`src/rtl/char_pulse_rx.sv`:
```
// Character pulse receiver: synchronizes an asynchronous pulse line, measures the
// high width of each pulse and enforces the width window and the minimum low gap between pulses.
module char_pulse_rx #(
  parameter int NOMINAL = 65,
  parameter int TOL     = 2,
  parameter int GAP_MIN = 8
) (
  input  logic        clk,
  input  logic        reset,
  input  logic        in,
  output logic        valid,
  output logic        err,
  output logic [1:0]  err_code,
  output logic [8:0]  width,
  output logic        busy,
  output logic [15:0] char_count
);

  localparam int GAP_W = (GAP_MIN < 2) ? 1 : $clog2(GAP_MIN + 1);

  localparam logic [8:0]       CNT_MAX   = '1;
  localparam logic [8:0]       SHORT_LIM = 9'(NOMINAL - TOL);
  localparam logic [8:0]       LONG_LIM  = 9'(NOMINAL + TOL);
  localparam logic [GAP_W-1:0] GAP_LAST  = GAP_W'(GAP_MIN - 1);
  localparam logic [15:0]      CHAR_MAX  = '1;

  localparam logic [1:0] ERR_NONE  = 2'b00;
  localparam logic [1:0] ERR_SHORT = 2'b01;
  localparam logic [1:0] ERR_LONG  = 2'b10;
  localparam logic [1:0] ERR_GAP   = 2'b11;

  typedef enum logic [2:0] {
    ST_ARM,
    ST_IDLE,
    ST_HIGH,
    ST_LONG,
    ST_GAP
  } state_e;

  logic             sync1_q;
  logic             s_q;
  logic [1:0]       prime_q;

  state_e           state_q, state_d;
  logic [8:0]       cnt_q, cnt_d;
  logic [GAP_W-1:0] gap_q, gap_d;
  logic [8:0]       width_q, width_d;
  logic             valid_q, valid_d;
  logic             err_q, err_d;
  logic [1:0]       code_q, code_d;
  logic [15:0]      char_count_q, char_count_d;

  // prime_q marks when s_q carries a real sample of in rather than the reset
  // value, so ARM cannot mistake a line held high through reset for a low level.
  // NOTE: sequential state is updated with non-blocking assignments only, so every
  // flop samples the pre-edge value of the others regardless of evaluation order.
  always_ff @(posedge clk) begin
    if (reset) begin
      sync1_q <= 1'b0;
      s_q     <= 1'b0;
      prime_q <= 2'b00;
    end else begin
      sync1_q <= in;
      s_q     <= sync1_q;
      prime_q <= {prime_q[0], 1'b1};
    end
  end

  // NOTE: every output of this block gets a default first; a path that leaves a
  // signal unassigned would otherwise infer a latch.
  always_comb begin
    state_d = state_q;
    cnt_d   = cnt_q;
    gap_d   = gap_q;
    width_d = width_q;
    valid_d = 1'b0;
    err_d   = 1'b0;
    code_d  = ERR_NONE;

    unique case (state_q)
      ST_ARM: begin
        if (!s_q && prime_q[1]) state_d = ST_IDLE;
      end

      ST_IDLE: begin
        if (s_q) begin
          state_d = ST_HIGH;
          cnt_d   = 9'd1;
        end
      end

      ST_HIGH: begin
        if (s_q) begin
          cnt_d = cnt_q + 9'd1;
          if (cnt_q == LONG_LIM) state_d = ST_LONG;
        end else begin
          width_d = cnt_q;
          if (cnt_q >= SHORT_LIM) begin
            valid_d = 1'b1;
          end else begin
            err_d  = 1'b1;
            code_d = ERR_SHORT;
          end
          state_d = ST_GAP;
          gap_d   = GAP_W'(1);
        end
      end

      ST_LONG: begin
        if (s_q) begin
          if (cnt_q != CNT_MAX) cnt_d = cnt_q + 9'd1;
        end else begin
          width_d = cnt_q;
          err_d   = 1'b1;
          code_d  = ERR_LONG;
          state_d = ST_GAP;
          gap_d   = GAP_W'(1);
        end
      end

      ST_GAP: begin
        // A rising edge inside the gap is rejected unmeasured; ARM waits for the line to drop.
        if (s_q) begin
          err_d   = 1'b1;
          code_d  = ERR_GAP;
          state_d = ST_ARM;
        end else begin
          gap_d = gap_q + GAP_W'(1);
          if (gap_q >= GAP_LAST) state_d = ST_IDLE;
        end
      end

      default: state_d = ST_ARM;
    endcase
  end

  always_comb begin
    char_count_d = char_count_q;
    if (valid_d && (char_count_q != CHAR_MAX)) char_count_d = char_count_q + 16'd1;
  end

  always_ff @(posedge clk) begin
    if (reset) begin
      state_q      <= ST_ARM;
      cnt_q        <= '0;
      gap_q        <= '0;
      width_q      <= '0;
      valid_q      <= 1'b0;
      err_q        <= 1'b0;
      code_q       <= ERR_NONE;
      char_count_q <= '0;
    end else begin
      state_q      <= state_d;
      cnt_q        <= cnt_d;
      gap_q        <= gap_d;
      width_q      <= width_d;
      valid_q      <= valid_d;
      err_q        <= err_d;
      code_q       <= code_d;
      char_count_q <= char_count_d;
    end
  end

  assign valid      = valid_q;
  assign err        = err_q;
  assign err_code   = code_q;
  assign width      = width_q;
  assign char_count = char_count_q;
  assign busy       = (state_q == ST_HIGH) || (state_q == ST_LONG) || (state_q == ST_GAP);

endmodule

```
`config.mk`:
```
export PLATFORM = sky130hd
export DESIGN_NAME = char_pulse_rx
export DESIGN_NICKNAME = d
export VERILOG_FILES = /design/src/rtl/char_pulse_rx.sv
export SDC_FILE = /design/constraint.sdc
export NUM_CORES = 1
export LEC_CHECK = 0
export ABC_AREA = 1
export CAP_MARGIN = 20
export CORE_ASPECT_RATIO = 2
export CORE_MARGIN = 2
export CORE_UTILIZATION = 28
export DETAILED_ROUTE_END_ITERATION = 7
export GPL_TIMING_DRIVEN = 1
export PLACE_DENSITY = 0.44
export SLEW_MARGIN = 20
export SYNTH_ARGS = -nofsm -noshare
export SYNTH_HDL_FRONTEND = slang
export SYNTH_SLANG_ARGS = --single-unit
export TNS_END_PERCENT = 50
```
`constraint.sdc`:
```
create_clock -name clk -period 1.6 [get_ports clk]
set_input_delay 0.32 -clock clk [delete_from_list [all_inputs] [get_ports clk]]
set_output_delay 0.32 -clock clk [all_outputs]
set_load 0.05 [all_outputs]
```
==> impl_metrics.json, run 1 <==
{
  "outcome": "finished, violations left",
  "violations": "negative setup slack",
  "drive_above_1_share": 0.404,
  "rows": 48,
  "fill_cells": 886,
  "dp_hpwl_mm": 5.85,
  "antenna_cells": 0,
  "reg2reg_setup_slack_ns": -0.10,
  "path_clk_slew_ns": 0.07,
  "slew_headroom": 0.772,
  "drv_cap": 0,
  "worstPathRequired_ns": 1.78,
  "cp-endpoint": "cnt_q[6]",
  "htreeDepth": 2,
  "start_util": 0.287,
  "avgRoutedWirePerCell_um": 15.0,
  "synth-seq-area-share": 0.398,
  "via_per_inst": 4.79,
  "period_share": 1.06,
  "hold_start": "prime_q[0]",
  "finalWirelength_mm": 7.77,
  "io_pins": 33,
  "place_inst": 504,
  "placed_cell_area_um2": 3380,
  "cts.hold.buffers_added": 0,
  "tns_ns": -0.675,
  "path_max_fanout": 7,
  "slew_viol_final": 0,
  "insertion_delay_ns": 0.30,
  "die_x_um": 70.4,
  "place.gp.congestion": 0.790,
  "ys.flop_type": "dfxtp_1",
  "antenna_found_initial": 0,
  "rr_endpoint": "cnt_q[6]",
  "grt_max_degree": 23,
  "max_stage_delay_ns": 0.36,
  "syn-cell-area_um2": 2470,
  "fin_skew_ns": 0.00839,
  "worstSetupStartpointType": "flop",
  "critical_path_class": "flop to flop",
  "timing.critical_path.to_type": "flop",
  "tightest_slew_ns": 0.342,
  "grt_overflow": 0,
  "crit_slowest_cell": "dfxtp_2",
  "portBuffers": 32,
  "syn_area_per_cell_um2": 7.34,
  "dp_slack_ns": -0.225,
  "p_leak_nw": 1.44,
  "rr_worst_depth": 11,
  "die_h_um": 137,
  "grt_pass1_vias": 2533,
  "synth-edff-count": 0,
  "fin_cells": 518,
  "ys_warn_count": 0,
  "drt_iter0_markers": 92,
  "yosys.area.top_type_share": 0.398,
  "crit_start": "cnt_q[1]",
  "seqCellArea_um2": 1010,
  "dieArea_um2": 9620,
  "fin_area_um2": 3730,
  "fin_ws_ns": -0.104,
  "synth-seq-cells": 49,
  "yosysMostFrequentCell": "nand2_1",
  "setup_viol": 9,
  "final_core_util": 0.435,
  "fp.coreArea_um2": 8590,
  "final_antenna_net_count": 0,
  "timing.fmax_mhz": 587,
  "nets": 424,
  "area_delta_synth_final_pct": 51.4,
  "dr_total_vias": 2481,
  "clk_path_buf_depth": 2,
  "synth_fp_nets": 343,
  "cts_inserted_buffers": 5,
  "drtPass1Iterations": 4,
  "synth_cells": 336,
  "synth_area_leader_cell": "dfxtp_1",
  "grtUsageTotal": 0.166,
  "cts.sinks": 49,
  "rsz0062_at_grt": "yes",
  "cp_data_arrival_time_ns": 1.89,
  "finalHoldViolCount": 0,
  "ir_drop_uv": 429,
  "fin_crit_ns": 1.70,
  "multi_input_area_um2": 1450,
  "synth_cell_types": 31,
  "tritoncts": "done",
  "grt_pass1_wl_mm": 12.2,
  "ys_async_sr_fraction": 0,
  "drc": 0,
  "crit_path_cell_trace": "ha_4 -> nand3_4 -> nor2_4 -> inv_1 -> nor2_1 -> ha_2 -> nand3_2 -> nand4_4 -> inv_2 -> a21oi_1 -> nor3_2",
  "powerDensity_nw_per_um2": 683,
  "synth_common_cells": "nand2_1, dfxtp_1, nor2_1",
  "ys_top_cells_by_area": "dfxtp_1, nand2_1, nor2_1, nand3_1, a21oi_1",
  "reg2reg_from": "cnt_q[1]",
  "worstHoldPathType": "flop to flop",
  "cts_root_buf": "clkbuf_16"
}
-- worst max-delay path: cells and delay by family, from the launching register on --
family / cells / cell delay, ns
simple gates: 6 / 0.54
flops: 1 / 0.36
buf+inv: 2 / 0.17
fa+ha+maj: 2 / 0.34
compound gates: 1 / 0.18
-- cell type report --
| cell class | count | share of cell area |
|---|---|---|
| inverter | 28 | 0.0282 |
| sequential | 49 | 0.271 |
| timing repair buffer | 85 | 0.240 |
| clock inverter | 3 | 0.00536 |
| clock buffer | 5 | 0.0335 |
| multi-input combinational | 248 | 0.388 |
| tap | 100 | 0.0335 |
-- cells by family (layout without fill, tap and decap cells) --
kind of cell | count (synthesis) | after routing | share of synthesized area
xor gates and xnor gates | 12 | 12 | 0.0426
adders and majority gates | 4 | 4 | 0.0203
AOI/OAI and AO/OA | 48 | 48 | 0.116
DFF | 49 | 49 | 0.398
buffers and inverters | 39 | 121 | 0.0670
and+or+nand+nor | 184 | 184 | 0.357
-- metrics by stage --
step	hold slack [ns]	power, mW
after floorplan	0.388	1.38
after global placement	0.399	1.47
after detailed placement	0.400	1.47
after CTS	0.412	2.58
after global routing	0.435	2.65
final	0.406	2.55
-- layer usage --
metal  track usage  share of wire  vias up
met5             0              0        -
met4        0.0962          0.052        0
met3        0.0265          0.022       23
met2         0.336           0.59       43
met1         0.148           0.34     1160
li1              -              -     1255
-- power by group --
part	internal, mW	switching, mW	leakage [nW]
registers	1.23	0.0118	0.407
logic	0.0838	0.129	0.954
clock network	0.585	0.510	0.0745
-- state kept, by name, indices dropped and copies added (netlist names) --
name        flops
cnt_q           9
sync1_q         1
valid           1
err             1
gap_q           4
s_q             1
state_q         3
width           9
err_code        2
prime_q         2
char_count     16
-- what timing repair did --
item                                    4_1_cts  5_1_grt
cloned                                        0        1
resized for setup                            16       19
buffers inserted                              3        2
pin swaps                                    10        5
endpoints found under the setup margin       25       26
-- how the worst min path moves through the flow --
stage | end | slack (ns) | cells past startpoint
6_report | prime_q[1] | 0.41 | 2
4_1_cts | prime_q[1] | 0.41 | 2
5_1_grt | prime_q[1] | 0.44 | 2
3_3_place_gp | prime_q[1] | 0.40 | 2
3_5_place_dp | prime_q[1] | 0.40 | 2
2_1_floorplan | prime_q[1] | 0.39 | 2
-- placed cells by master (no fill, tap or decap), types with 3 or more instances in the layout --
cell / synthesis / routed
nor2_1: 40 / 35
dfxtp_1: 49 / 29
a21oi_2: 10 / 12
a21oi_1: 25 / 23
clkbuf_16: 0 / 6
o21ai_0: 10 / 8
nand2_4: 2 / 3
xnor2_1: 6 / 6
inv_2: 2 / 3
inv_1: 26 / 25
nand2_2: 11 / 12
nand3_1: 28 / 26
nor2_4: 1 / 4
nor3_1: 8 / 3
nand3_2: 3 / 3
dfxtp_2: 0 / 17
nand4_1: 9 / 9
dfxtp_4: 0 / 3
buf_6: 2 / 3
buf_12: 0 / 18
nor2_2: 2 / 4
xor2_1: 6 / 6
nand2_1: 74 / 72
buf_4: 0 / 61
nor3_2: 1 / 6
Power figures use the tool's default switching activity.
==> inputs of run 2 (changes only) <==
Settings changed: ABC_AREA 1 to not set, PLACE_DENSITY 0.44 to 0.45.
==> impl_metrics.json, run 2 <==
{
  "outcome": "finished, violations left",
  "violations": "negative setup slack",
  "grt_max_degree": 16,
  "tightest_slew_ns": 0.405,
  "die_x_um": 66.7,
  "portBuffers": 32,
  "setup_viol": 24,
  "critical_path_class": "flop to flop",
  "crit_slowest_cell": "or3b_4",
  "grtUsageTotal": 0.168,
  "fin_area_um2": 3610,
  "avgRoutedWirePerCell_um": 14.7,
  "drv_cap": 0,
  "placed_cell_area_um2": 3120,
  "die_h_um": 129,
  "slew_headroom": 0.726,
  "final_antenna_net_count": 0,
  "finalHoldViolCount": 0,
  "dp_hpwl_mm": 4.90,
  "cts_inserted_buffers": 5,
  "synth-seq-cells": 49,
  "path_max_fanout": 7,
  "yosys.area.top_type_share": 0.446,
  "ir_drop_uv": 395,
  "crit_path_cell_trace": "or3b_4 -> nor4_4 -> o211ai_4 -> o311ai_1 -> o41ai_2",
  "yosysMostFrequentCell": "dfxtp_1",
  "syn-cell-area_um2": 2200,
  "tritoncts": "done",
  "fin_crit_ns": 1.78,
  "fin_ws_ns": -0.180,
  "synth_common_cells": "dfxtp_1, nand2_1, a21oi_1",
  "ys_warn_count": 0,
  "area_delta_synth_final_pct": 64.0,
  "period_share": 1.11,
  "grt_pass1_vias": 2276,
  "synth_area_leader_cell": "dfxtp_1",
  "synth_cells": 254,
  "rsz0062_at_grt": "yes",
  "grt_overflow": 0,
  "cts_root_buf": "clkbuf_16",
  "syn_area_per_cell_um2": 8.65,
  "slew_viol_final": 0,
  "layout_commonest_cell": "buf_4",
  "powerDensity_nw_per_um2": 709,
  "insertion_delay_ns": 0.29,
  "cp_data_arrival_time_ns": 1.95,
  "ys_async_sr_fraction": 0,
  "timing.fmax_mhz": 562,
  "finalWirelength_mm": 6.58,
  "start_util": 0.289,
  "largest_reg_flops": 16,
  "place.gp.congestion": 0.854,
  "via_per_inst": 5.06,
  "drtPass1Iterations": 5,
  "fp.coreArea_um2": 7600,
  "dieArea_um2": 8620,
  "fin_skew_ns": 0.00633,
  "dr_total_vias": 2260,
  "path_clk_slew_ns": 0.07,
  "synth-seq-area-share": 0.446,
  "ys_top_cells_by_area": "dfxtp_1, nand2_1, a21oi_1, nor2_1, nand3_1",
  "max_stage_delay_ns": 0.43,
  "drc": 0,
  "worst-path-buf-inv": 0,
  "drive_above_1_share": 0.459,
  "grt_pass1_wl_mm": 10.9,
  "p_leak_nw": 1.39,
  "synth_fp_nets": 261,
  "clk_path_buf_depth": 2,
  "rows": 45,
  "mostFrequentLayoutCells": "buf_4, nand2_1, dfxtp_1",
  "worstHoldPathType": "flop to flop",
  "htreeDepth": 2,
  "timing.critical_path.to_type": "flop",
  "worstPathRequired_ns": 1.77,
  "drt_iter0_markers": 131,
  "cts.sinks": 49,
  "critical_path.top_delay_family": "simple AND/OR/NAND/NOR gates",
  "tns_ns": -2.04,
  "io_pins": 33,
  "nets": 359,
  "final_core_util": 0.474,
  "ys.flop_type": "dfxtp_1",
  "antenna_found_initial": 0,
  "worstSetupStartpointType": "flop",
  "antenna_cells": 0,
  "synth_cell_types": 48,
  "power.total_mw": 2.56,
  "synth-edff-count": 0,
  "cts.hold.buffers_added": 0
}
## run 2: cell types whose count changed in the layout (fill, tap and decap cells not counted), moves of 8 or more
cell,before,now
nand3_1,26,9
inv_1,25,6
buf_4,61,82
nand2_2,12,0
nor2_1,35,18
a21oi_2,12,4
nand2_1,72,35
## run 2: worst paths after layout
kind | from | endpoint | slack [ns] | depth (start not counted)
setup / recovery | state_q[2] | char_count[15] | -0.18 | 5
hold reg to reg | sync1_q | s_q | 0.44 | 1
setup reg to reg | state_q[2] | char_count[15] | -0.18 | 5
hold / removal | sync1_q | s_q | 0.44 | 1
## run 2: worst reg2reg max path: cells and delay by family (launching register included)
family           cells  cell delay, ns
AO/OA/AOI/OAI        3            0.58
AND/OR/NAND/NOR      2            0.75
flip-flops           1            0.32
## run 2: area by class of cell
type,count,area (um2)
fillers,761,4000
multi-input cells,188,1340
flip-flops and latches,49,1020
repair buffers,101,932
clock buffers,7,164
well taps,94,118
inverters,7,26.3
clock inverters,1,7.51
## run 2: kinds of logic after synthesis
| logic type | Yosys count | synth area share |
|---|---|---|
| DFF | 49 | 0.446 |
| adders and majority gates | 4 | 0.0228 |
| AOI/OAI and AO/OA | 58 | 0.177 |
| buffers and inverters | 18 | 0.0359 |
| and+or+nand+nor | 113 | 0.268 |
| muxes | 5 | 0.0228 |
| xor gates and xnor gates | 7 | 0.0279 |
## run 2: report_power, final
| part | leakage [nW] | switching [mW] | total [mW] | internal, mW |
|---|---|---|---|---|
| clock | 0.0813 | 0.482 | 1.20 | 0.718 |
| sequential | 0.408 | 0.0108 | 1.23 | 1.22 |
| combinational | 0.901 | 0.0694 | 0.126 | 0.0571 |
| total | 1.39 | 0.563 | 2.56 | 2.00 |
## run 2: timing repair
action | 4_1_cts | 5_1_grt
pin swaps | 12 | 15
resized for setup | 37 | 13
endpoints found under the setup margin | 27 | 28
cloned | 1 | 0
setup buffers | 7 | 7
## run 2: through the flow
step           hold WS [ns]  worst slack [ns]  cells
2_1_floorplan         0.414            -0.230    254
3_3_place_gp          0.423            -0.256    425
3_5_place_dp          0.429            -0.235    425
4_1_cts               0.446            -0.192    440
5_1_grt               0.461            -0.251    447
6_report              0.438            -0.180    447
## run 2: per-layer routing
metal | GRT usage | wire [um] | vias up
li1 | - | - | 1119
met3 | 0.0252 | 143 | 15
met4 | 0.0888 | 216 | 0
met1 | 0.162 | 2350 | 1092
met5 | 0 | 0 | -
met2 | 0.327 | 3870 | 34
==> inputs of run 3 (changes only) <==
Settings changed: CORE_ASPECT_RATIO 2 to not set.
==> impl_metrics.json, run 3 (same netlist as run 2, synthesis figures left out) <==
{
  "drc": 0,
  "cts_root_buf": "clkbuf_8",
  "cts.hold.buffers_added": 0,
  "violations": "negative setup slack",
  "dr_total_vias": 2164,
  "cp_data_arrival_time_ns": 2.04,
  "htreeDepth": 2,
  "worstHoldPathType": "flop to flop",
  "ir_drop_uv": 324,
  "worstSetupStartpointType": "flop",
  "path_clk_slew_ns": 0.09,
  "drt_iter0_markers": 50,
  "fin_area_um2": 3560,
  "antenna_cells": 0,
  "p_leak_nw": 1.37,
  "critical_path_class": "flop to flop",
  "slew_headroom": 0.769,
  "final_antenna_net_count": 0,
  "drv_cap": 0,
  "timing.critical_path.to_type": "flop",
  "met3_usage": 0.0382,
  "io_pins": 33,
  "crit_start": "s_q",
  "worstPathRequired_ns": 1.85,
  "dp_slack_ns": -0.203,
  "cts.sinks": 49,
  "rr_endpoint": "char_count[9]",
  "setup_viol": 19,
  "antenna_found_initial": 0,
  "die_h_um": 92.6,
  "met2_usage": 0.248,
  "rr_worst_depth": 5,
  "drive_above_1_share": 0.476,
  "fill_cells": 746,
  "portBuffers": 32,
  "rows": 32,
  "tritoncts": "done",
  "insertion_delay_ns": 0.31,
  "reg2reg_from": "s_q",
  "period_share": 1.12,
  "slew_viol_final": 0,
  "start_util": 0.287,
  "tightest_slew_ns": 0.346,
  "avgRoutedWirePerCell_um": 13.3,
  "clk_path_buf_depth": 2,
  "fp.coreArea_um2": 7650,
  "rsz0062_at_grt": "yes",
  "reg2reg_setup_slack_ns": -0.19,
  "outcome": "finished, violations left",
  "hold_ws_ns": 0.440,
  "largest_reg_flops": 16,
  "grt_overflow": 0,
  "fin_skew_ns": 0.00945,
  "finalWirelength_mm": 6.06,
  "dp_hpwl_mm": 4.14,
  "placed_cell_area_um2": 3100,
  "grt_max_degree": 17,
  "drtPass1Iterations": 4,
  "powerDensity_nw_per_um2": 623,
  "area_delta_synth_final_pct": 62.1,
  "grt_pass1_wl_mm": 10.2,
  "grt_pass1_vias": 2088,
  "path_max_fanout": 8,
  "mostFrequentLayoutCells": "buf_4, nand2_1, dfxtp_1",
  "fin_crit_ns": 1.79,
  "cp-endpoint": "char_count[9]",
  "grtUsageTotal": 0.147,
  "timing.fmax_mhz": 559,
  "dieArea_um2": 8580,
  "fin_ws_ns": -0.189,
  "place.gp.congestion": 0.796,
  "nets": 359,
  "die_x_um": 92.6,
  "finalHoldViolCount": 0,
  "via_per_inst": 4.76,
  "met1_usage": 0.191,
  "cts_inserted_buffers": 5,
  "busiest_layer": "met2",
  "tns_ns": -1.58,
  "layout_commonest_cell": "buf_4"
}
[run 3: cell types whose count changed in the layout (fill, tap and decap cells not counted), sizes merged]
cell    previous run  this run
clkbuf             7         6
clkinv             0         1
[run 3: worst min path at each step]
stage / startpoint / endpoint / slack (ns) / cells after the start
floorplan: prime_q[0] / prime_q[1] / 0.41 / 1
global route: prime_q[0] / prime_q[1] / 0.47 / 1
CTS: prime_q[0] / prime_q[1] / 0.44 / 1
finish: prime_q[0] / prime_q[1] / 0.44 / 1
detailed placement: prime_q[0] / prime_q[1] / 0.42 / 1
global placement: prime_q[0] / prime_q[1] / 0.42 / 1
[run 3: worst max-delay path: stages (launching register included)]
cell	delay [ns]
dfxtp_1	0.32
or3b_4	0.44
nor4_4	0.33
o211ai_4	0.16
or4_1	0.41
nand2_1	0.07
[run 3: power by group]
| group | internal, mW | switching [mW] | total, mW |
|---|---|---|---|
| registers | 1.22 | 0.0104 | 1.23 |
| logic | 0.0643 | 0.0697 | 0.134 |
| clock network | 0.406 | 0.449 | 0.855 |
| total | 1.69 | 0.529 | 2.22 |
[run 3: what timing repair did]
action                     CTS  global route
gates cloned                 1             0
gates resized for setup     30            29
pin swaps                   14            22
setup endpoints to repair   26            39
setup buffers                4            11
[run 3: area by class of cell]
cell class | count | area, um2 | area share
Clock inverter | 2 | 16.3 | 0.00456
Multi-Input combinational cell | 188 | 1350 | 0.380
Tap cell | 102 | 128 | 0.0358
Timing Repair Buffer | 101 | 930 | 0.261
Sequential cell | 49 | 1020 | 0.285
Inverter | 7 | 26.3 | 0.00737
Clock buffer | 6 | 93.8 | 0.0263
[run 3: metal layers]
| layer | wire length (um) | part of all wire | vias up |
|---|---|---|---|
| met3 | 203 | 0.033 | 7 |
| met4 | 44 | 0.0073 | 0 |
| met2 | 2980 | 0.49 | 28 |
| li1 | - | - | 1117 |
| met1 | 2840 | 0.47 | 1012 |
| met5 | 0 | 0 | - |
[run 3: stage by stage]
step / power, mW / std cells / utilization
5_1_grt: 2.32 / 455 / 0.466
3_5_place_dp: 1.37 / 432 / 0.406
4_1_cts: 2.25 / 445 / 0.441
6_report: 2.22 / 455 / 0.466
3_3_place_gp: 1.37 / 432 / 0.406
2_1_floorplan: 1.32 / 254 / -
